### config.mk
export PLATFORM = sky130hd
export DESIGN_NAME = upsampler
export DESIGN_NICKNAME = d
export VERILOG_FILES = /design/src/rtl/upsampler_pkg.sv /design/src/rtl/sample_gain.sv /design/src/rtl/upsampler.sv
export SDC_FILE = /design/constraint.sdc
export NUM_CORES = 1
export LEC_CHECK = 0
export CELL_PAD_IN_SITES_DETAIL_PLACEMENT = 1
export CELL_PAD_IN_SITES_GLOBAL_PLACEMENT = 1
export CORE_ASPECT_RATIO = 1.75
export CORE_MARGIN = 2
export CORE_UTILIZATION = 32
export DETAILED_ROUTE_END_ITERATION = 12
export PLACE_DENSITY_LB_ADDON = 0.1
export SYNTH_ARGS = -nofsm -noshare
export SYNTH_HDL_FRONTEND = slang
export SYNTH_SLANG_ARGS = --single-unit
### constraint.sdc
create_clock -name clk -period 1.5 [get_ports clk]
set_input_delay 0.3 -clock clk [delete_from_list [all_inputs] [get_ports clk]]
set_output_delay 0.3 -clock clk [all_outputs]
set_load 0.01 [all_outputs]
### src/rtl/upsampler_pkg.sv
// Shared definitions for the upsampler: FSM encodings, width defaults,
// channel placement and the saturating gain helper.
package upsampler_pkg;

    localparam int DWIDTH_DEF  = 16;
    localparam int DDWIDTH_DEF = 2 * DWIDTH_DEF;

    // Channel index within a sample word, counted from the least significant slice
    localparam int RIGHT_CH = 0;
    localparam int LEFT_CH  = 1;

    localparam logic [1:0] I_IDLE = 2'd0;
    localparam logic [1:0] I_REQ  = 2'd1;
    localparam logic [1:0] I_REL  = 2'd2;

    localparam logic O_WAIT = 1'b0;
    localparam logic O_ACK  = 1'b1;

    // Signed left shift clamped to the signed range of a dw-bit channel.
    // Works at 64 bits so any legal dw + shift combination fits without overflow.
    function automatic logic signed [63:0] sat_shift(
        input logic signed [63:0] ch,
        input int                 shift,
        input int                 dw
    );
        logic signed [63:0] v;
        logic signed [63:0] hi;
        logic signed [63:0] lo;
        logic signed [63:0] res;
        v  = ch <<< shift;
        hi = (64'sd1 <<< (dw - 32'sd1)) - 64'sd1;
        lo = -(64'sd1 <<< (dw - 32'sd1));
        if (v > hi) begin
            res = hi;
        end else if (v < lo) begin
            res = lo;
        end else begin
            res = v;
        end
        return res;
    endfunction

endpackage

### src/rtl/sample_gain.sv
// Combinational per-channel saturating gain; one instance per stereo channel.
module sample_gain
    import upsampler_pkg::*;
#(
    parameter int DWIDTH     = DWIDTH_DEF,
    parameter int GAIN_SHIFT = 0
) (
    input  logic [DWIDTH-1:0] ch,
    output logic [DWIDTH-1:0] y
);

    logic signed [63:0] ext_s;
    logic signed [63:0] sat_s;
    logic               unused_hi_s;

    assign ext_s = 64'(signed'(ch));
    assign sat_s = sat_shift(ext_s, GAIN_SHIFT, DWIDTH);
    assign y     = sat_s[DWIDTH-1:0];
    // Upper bits only carry sign extension after the clamp
    assign unused_hi_s = ^sat_s[63:DWIDTH];

endmodule

### src/rtl/upsampler.sv
// Interpolating front end: fetches stereo samples over req/ack and feeds the
// filter L words per sample (sample then zeros or repeats), one sample prefetched.
module upsampler
    import upsampler_pkg::*;
#(
    parameter int DWIDTH     = DWIDTH_DEF,
    parameter int DDWIDTH    = 2 * DWIDTH,
    parameter int L          = 4,
    parameter int HOLD       = 0,
    parameter int GAIN_SHIFT = 0
) (
    input  logic               clk,
    input  logic               rst,
    output logic               in_req,
    input  logic               in_ack,
    input  logic [DDWIDTH-1:0] in_data,
    input  logic               out_req,
    output logic               out_ack,
    output logic [DDWIDTH-1:0] out_data,
    output logic               starve
);

    localparam int PH_W = (L > 1) ? $clog2(L) : 1;

    logic [1:0]         istate_r;
    logic               ostate_r;
    logic [DDWIDTH-1:0] nxt_r;
    logic               nxt_valid_r;
    logic [DDWIDTH-1:0] cur_r;
    logic [PH_W-1:0]    phase_r;
    logic [DWIDTH-1:0]  gain_left_s;
    logic [DWIDTH-1:0]  gain_right_s;
    logic [DDWIDTH-1:0] gain_word_s;
    logic               cap_s;
    logic               pop_s;

    sample_gain #(
        .DWIDTH     (DWIDTH),
        .GAIN_SHIFT (GAIN_SHIFT)
    ) u_gain_left (
        .ch (in_data[LEFT_CH*DWIDTH +: DWIDTH]),
        .y  (gain_left_s)
    );

    sample_gain #(
        .DWIDTH     (DWIDTH),
        .GAIN_SHIFT (GAIN_SHIFT)
    ) u_gain_right (
        .ch (in_data[RIGHT_CH*DWIDTH +: DWIDTH]),
        .y  (gain_right_s)
    );

    assign gain_word_s = {gain_left_s, gain_right_s};
    assign cap_s = (istate_r == I_REQ) && in_ack;
    assign pop_s = (ostate_r == O_WAIT) && out_req && (phase_r == PH_W'(0)) && nxt_valid_r;

    // Prefetch buffer: filled by a capture, emptied by a phase-0 pop (never both at once)
    always_ff @(posedge clk) begin
        if (rst) begin
            nxt_r       <= {DDWIDTH{1'b0}};
            nxt_valid_r <= 1'b0;
        end else if (cap_s) begin
            nxt_r       <= gain_word_s;
            nxt_valid_r <= 1'b1;
        end else if (pop_s) begin
            nxt_valid_r <= 1'b0;
        end else begin
            nxt_valid_r <= nxt_valid_r;
        end
    end

    // Source-side four-phase master; a lingering ack holds off the next request
    always_ff @(posedge clk) begin
        if (rst) begin
            istate_r <= I_IDLE;
            in_req   <= 1'b0;
        end else begin
            case (istate_r)
                I_IDLE: begin
                    if (!nxt_valid_r && !in_ack) begin
                        in_req   <= 1'b1;
                        istate_r <= I_REQ;
                    end
                end
                I_REQ: begin
                    if (in_ack) begin
                        in_req   <= 1'b0;
                        istate_r <= I_REL;
                    end
                end
                I_REL: begin
                    if (!in_ack) begin
                        istate_r <= I_IDLE;
                    end
                end
                default: begin
                    in_req   <= 1'b0;
                    istate_r <= I_IDLE;
                end
            endcase
        end
    end

    // Filter-side four-phase slave; phase advances when each word handshake completes
    always_ff @(posedge clk) begin
        if (rst) begin
            ostate_r <= O_WAIT;
            out_ack  <= 1'b0;
            out_data <= {DDWIDTH{1'b0}};
            starve   <= 1'b0;
            phase_r  <= {PH_W{1'b0}};
            cur_r    <= {DDWIDTH{1'b0}};
        end else begin
            case (ostate_r)
                O_WAIT: begin
                    if (!out_req) begin
                        starve <= 1'b0;
                    end else if (phase_r != PH_W'(0)) begin
                        out_data <= (HOLD != 0) ? cur_r : {DDWIDTH{1'b0}};
                        out_ack  <= 1'b1;
                        starve   <= 1'b0;
                        ostate_r <= O_ACK;
                    end else if (nxt_valid_r) begin
                        cur_r    <= nxt_r;
                        out_data <= nxt_r;
                        out_ack  <= 1'b1;
                        starve   <= 1'b0;
                        ostate_r <= O_ACK;
                    end else begin
                        starve <= 1'b1;
                    end
                end
                O_ACK: begin
                    starve <= 1'b0;
                    if (!out_req) begin
                        out_ack  <= 1'b0;
                        phase_r  <= (phase_r == PH_W'(L - 1)) ? {PH_W{1'b0}} : phase_r + PH_W'(1);
                        ostate_r <= O_WAIT;
                    end
                end
                default: begin
                    out_ack  <= 1'b0;
                    starve   <= 1'b0;
                    ostate_r <= O_WAIT;
                end
            endcase
        end
    end

endmodule

Word level (Yosys, flattened, before mapping)
Cells that the tools add are included.
Widths: inputs -> output; s select.
{ "classes": {"n_reduce_logical": 17, "bitwise": 3, "n_lt_le_gt_ge": 4, "n_addsub": 1, "muxes": 30, "n_eq_ne": 9} }
{ "ops": {"columns": ["op", "n"], "rows": [
  ["$mux 16", 4],
  ["$mux 32", 2],
  ["$gt 16x16->1 const B", 2],
  ["$lt 16x16->1 const B", 2],
  ["$mux 1", 15],
  ["$reduce_and 3->1", 4],
  ["$ne 2x2->1 const B", 5],
  ["$mux 2", 4],
  ["$pmux 1 s2", 3],
  ["$pmux 2 s3", 1],
  ["$reduce_bool 2->1", 3],
  ["$logic_and 1x1->1", 5],
  ["$eq 2x2->1 const B", 2],
  ["$logic_not 2->1", 2],
  ["$ne 3x2->1 const B", 1],
  ["$not 1->1", 3],
  ["$pmux 1 s3", 1],
  ["$add 2x1->2 const B", 1],
  ["$eq 2x1->1 const B", 1],
  ["$logic_not 1->1", 2],
  ["$reduce_and 2->1", 1]
]} }
{ "word_totals": {"regBits": 73, "in_bits": 36} }

Logic depth before layout (Yosys ltp)
{ "depth": {"depth_word": 6, "ltp_mapped": 6, "depth_no_buf": 5} }

Modules after synthesis
A second synthesis with hierarchy kept.
{ "hier_totals": {"hier_cells": 286, "hier_area_um2": 2617.5} }
{ "by_module_without_submodules": {"columns": ["mod", "area_each_um2", "cells_per_inst", "instances"], "rows": [
  ["upsampler", 2497.4, 254, 1],
  ["sample_gain", 60.1, 16, 2]
]} }

Least setup slack after synthesis
No wires, ideal clock.
{ "synth_timing": {"kind": "flip-flop to flip-flop", "startpoint": "register phase_r[0]", "endpoint": "register out_data[0]", "setup_slack_ps": 88, "t_required_ps": 1383, "t_arrival_ps": 1295, "stages_incl_launch_ff": 7, "cell_sequence": "dfxtp_1 inv_1 ha_1 and4b_1 buf_6 buf_6 a22o_1"} }
{ "synth_via": {"elab_chain_cells": 3} }
{ "synth_rtl": {"columns": ["item", "line_no", "source"], "rows": [
  ["start, declared", "upsampler.sv:30", "logic [PH_W-1:0] phase_r;"],
  ["start signal, assigned", "upsampler.sv:111", "phase_r <= {PH_W{1'b0}};"],
  ["start signal, assigned", "upsampler.sv:137", "phase_r <= (phase_r == PH_W'(L - 1)) ? {PH_W{1'b0}} : phase_r + PH_W'(1);"],
  ["$reduce_bool 2->1 (*)", "upsampler.sv:118", "end else if (phase_r != PH_W'(0)) begin"],
  ["$reduce_bool 2->1 (no line)", null, null],
  ["$reduce_and 3->1 (no line)", null, null],
  ["end signal, assigned", "upsampler.sv:109", "out_data <= {DDWIDTH{1'b0}};"],
  ["end signal, assigned", "upsampler.sv:119", "out_data <= (HOLD != 0) ? cur_r : {DDWIDTH{1'b0}};"],
  ["end signal, assigned", "upsampler.sv:125", "out_data <= nxt_r;"],
  ["end, declared", "upsampler.sv:19", "output logic [DDWIDTH-1:0] out_data,"]
]} }
Mark *: on every way between the ends. The rest lies on a longest branch, timed or not.
A chain may end at the register's enable or synchronous reset.

Final worst setup path
{ "layout_timing": {"startpoint": "register starve", "endpoint": "output port starve"} }
{ "layout_rtl": {"columns": ["item", "line_no", "source"], "rows": [
  ["start, declared", "upsampler.sv:20", "output logic starve"],
  ["start signal, assigned", "upsampler.sv:110", "starve <= 1'b0;"],
  ["start signal, assigned", "upsampler.sv:117", "starve <= 1'b0;"],
  ["start signal, assigned", "upsampler.sv:121", "starve <= 1'b0;"]
]} }
No word-level cell between the ends.

==> flow_metrics.env <==
export IMPL_synth_top_area_frac=0.585
export IMPL_netlist_area_um2=2500
export IMPL_nNetsFinal=370
export IMPL_die_h_um=121
export IMPL_cap_viol_max_count=0
export IMPL_crit_buf_inv=1
export IMPL_ys_ff_latch=73
export IMPL_start_util=0.330
export IMPL_finalSetupViolCount=0
export IMPL_status="finished clean"
export IMPL_synthToLayoutAreaGrowth_pct=47.3
export IMPL_overflow=0
export IMPL_max_slew_margin=0.634
export IMPL_min_period_ns=1.47
export IMPL_hold_path_class="input pin to register"
export IMPL_seq_area_um2=1460
export IMPL_die_area_um2=8550
export IMPL_grt_pass1_wl_mm=11.0
export IMPL_gp_congestion=0.693
export IMPL_power_density_nw_per_um2=1210
export IMPL_h_tree_depth=3
export IMPL_cts_sinks=73
export IMPL_clk_latency_ns=0.33
export IMPL_ios=71
export IMPL_crit_fanout=1
export IMPL_slowest_delay_ns=0.53
export IMPL_yosys_warnings=0
export IMPL_antenna_cells=0
export IMPL_syn_avg_cell_area_um2=9.83
export IMPL_critical_path_class="register to output port"
export IMPL_clock_path_buffers=2
export IMPL_synth_area_leaders="dfxtp_1 (59%), a22o_1 (11%), nand2_1 (9.9%)"
export IMPL_io_buffers=70
export IMPL_ys_seq_area_frac=0.585
export IMPL_grt_max_degree=42
export IMPL_cp_cell_sequence="clkdlybuf4s50_1"
export IMPL_rsz0062_at_grt="false"
export IMPL_crit_required_ns=1.20
export IMPL_firstDrtPassIters=4
export IMPL_r2r_slack_ns=0.10
export IMPL_fill_cells=849
export IMPL_hp_start="out_req"
export IMPL_synth_nets=292
export IMPL_critPathLaunchType="register"
export IMPL_finalInstanceArea_um2=3680
export IMPL_die_width_um=70.8
export IMPL_fin_cells=425
export IMPL_multi_input_area_um2=940
export IMPL_finalSetupTns_ns=0
export IMPL_drc=0
export IMPL_finalMaxSlewViolations=0
export IMPL_hold_violations=0
export IMPL_ctsHoldBuffers=0
export IMPL_holdPathEnd="ostate_r"
export IMPL_worst_pin_slew_ns=0.547
export IMPL_core_area_um2=7570
export IMPL_first_global_vias=2196
export IMPL_grt_use_total=0.170
export IMPL_drt_initial_drc_count=120
export IMPL_via_per_inst=4.98
export IMPL_cp_arrival_ns=1.17
export IMPL_numCtsBuffers=9
export IMPL_antenna_found_initial=0
export IMPL_clock_skew_ns=0.00517
export IMPL_r2r_start="phase_r[0]"
export IMPL_hpwl_mm=4.11
export IMPL_post_drt_wl_per_cell_um=16.3
export IMPL_fin_util=0.486
export IMPL_peakVddDrop_mv=0.698
export IMPL_root_buffer="clkbuf_16"
export IMPL_min_period_over_period=0.978
export IMPL_timing_hold_worst_path_depth=3
export IMPL_crit_slowest_cell="clkdlybuf4s50_1"
export IMPL_crit_path_end_kind="output port"
export IMPL_yosys_area_top_type="dfxtp_1"
export IMPL_critPathTopFamily="buffers and inverters"
export IMPL_ant_nets=0
export IMPL_ys_types=24
export IMPL_place_area_um2=3320
export IMPL_dpl_cell_count=406
export IMPL_max_freq_mhz=682
export IMPL_rr_endpoint="out_data[23]"
export IMPL_drt_total_wl_mm=6.93
export IMPL_rr_worst_depth=5
export IMPL_cts_tree="done"
export IMPL_vias=2116
export IMPL_rows=42
export IMPL_drive_above_1_share=0.125
export IMPL_clkTransAtPathRegs_ns=0.06
export IMPL_syn_inst=254
export IMPL_power_leakage_uw=0.00157
Yosys cell counts:
cell type / instances
nor3b_1: 3
a22o_1: 32
dfxtp_1: 73
buf_2: 8
ha_1: 2
nand3b_1: 2
nand2_1: 66
nand2b_1: 1
xnor2_1: 1
inv_1: 3
nor2_1: 7
a2111oi_0: 1
mux2i_1: 2
o21ai_0: 1
and4b_1: 1
and3b_1: 1
buf_6: 4
nor2b_4: 1
nor2b_1: 1
a21oi_2: 1
a21oi_1: 35
clkbuf_1: 4
nand2b_4: 1
buf_4: 3
metal layers:
metal	GRT usage	routed length, µm	up-vias
met1	0.194	2880	1034
li1	-	-	1026
met2	0.291	3610	47
met5	0	0	-
met3	0.0498	323	9
met4	0.0708	121	0
kinds of logic (layout without fill, tap and decap cells):
kind of cell             Yosys count  count (layout)  synth area share
flip-flops                        73              73             0.585
buffers and inverters             22             104            0.0536
AO/OA/AOI/OAI                     70              71             0.191
multiplexers                       2               2           0.00802
XOR/XNOR                           1               1           0.00351
AND/OR/NAND/NOR                   84              84             0.148
adder cells (fa/ha/maj)            2               2            0.0100
stage by stage:
stage	power, µW	worst slack [ns]	hold slack, ns
after floorplan	2170	0.0883	0.392
after global placement	2330	-0.395	0.442
after detailed placement	2330	-0.440	0.450
after CTS	4500	0.000905	0.458
after global routing	4630	0.0176	0.413
final	4450	0.0334	0.400
worst max path at each step:
| stage | from | to | slack [ns] | cells after the start |
|---|---|---|---|---|
| 2_1_floorplan | phase_r[0] | out_data[0] | 0.09 | 6 |
| 3_3_place_gp | out_req | out_data[31] | -0.40 | 4 |
| 3_5_place_dp | out_req | out_data[20] | -0.44 | 4 |
| 4_1_cts | phase_r[0] | out_data[28] | 0.0009 | 6 |
| 5_1_grt | starve | starve | 0.02 | 1 |
| 6_report | starve | starve | 0.03 | 1 |
layout by cell type (no fill, tap or decap), types with 3 or more instances in the layout:
master and count:
dfxtp_1 71, nand2_1 66, a21oi_1 35, clkdlybuf4s50_1 34, a22o_1 32, dlygate4sd2_1 32
clkbuf_16 11, buf_4 10, nor2_1 7, nor3b_1 3, dlymetal6s2s_1 3, buf_12 3
state kept, by name, indices dropped and copies added, names as in the netlist:
register,count
out_data,32
nxt_r,32
ostate_r,1
istate_r,2
out_ack,1
starve,1
phase_r,2
in_req,1
nxt_valid_r,1
area by class of cell:
cell class,count,area share
Clock buffer,10,0.0649
Clock inverter,6,0.0184
Inverter,3,0.00306
Multi-Input combinational cell,160,0.255
Sequential cell,73,0.398
Tap cell,88,0.0299
Timing Repair Buffer,85,0.231
where the power goes:
group	internal (µW)	switching [µW]	total, µW
registers	1980	23.7	2000
logic	156	139	295
clock network	1330	819	2150
total	3470	982	4450
what timing repair did:
action / 4_1_cts / 5_1_grt
pin swaps: 1 / 2
cloned: 1 / 2
endpoints found under the setup margin: 64 / 34
endpoints found under the hold margin: 0 / 0
gates resized for setup: 34 / 9
buffers inserted: 0 / 1
No activity file was read; power rests on OpenSTA's default activity.
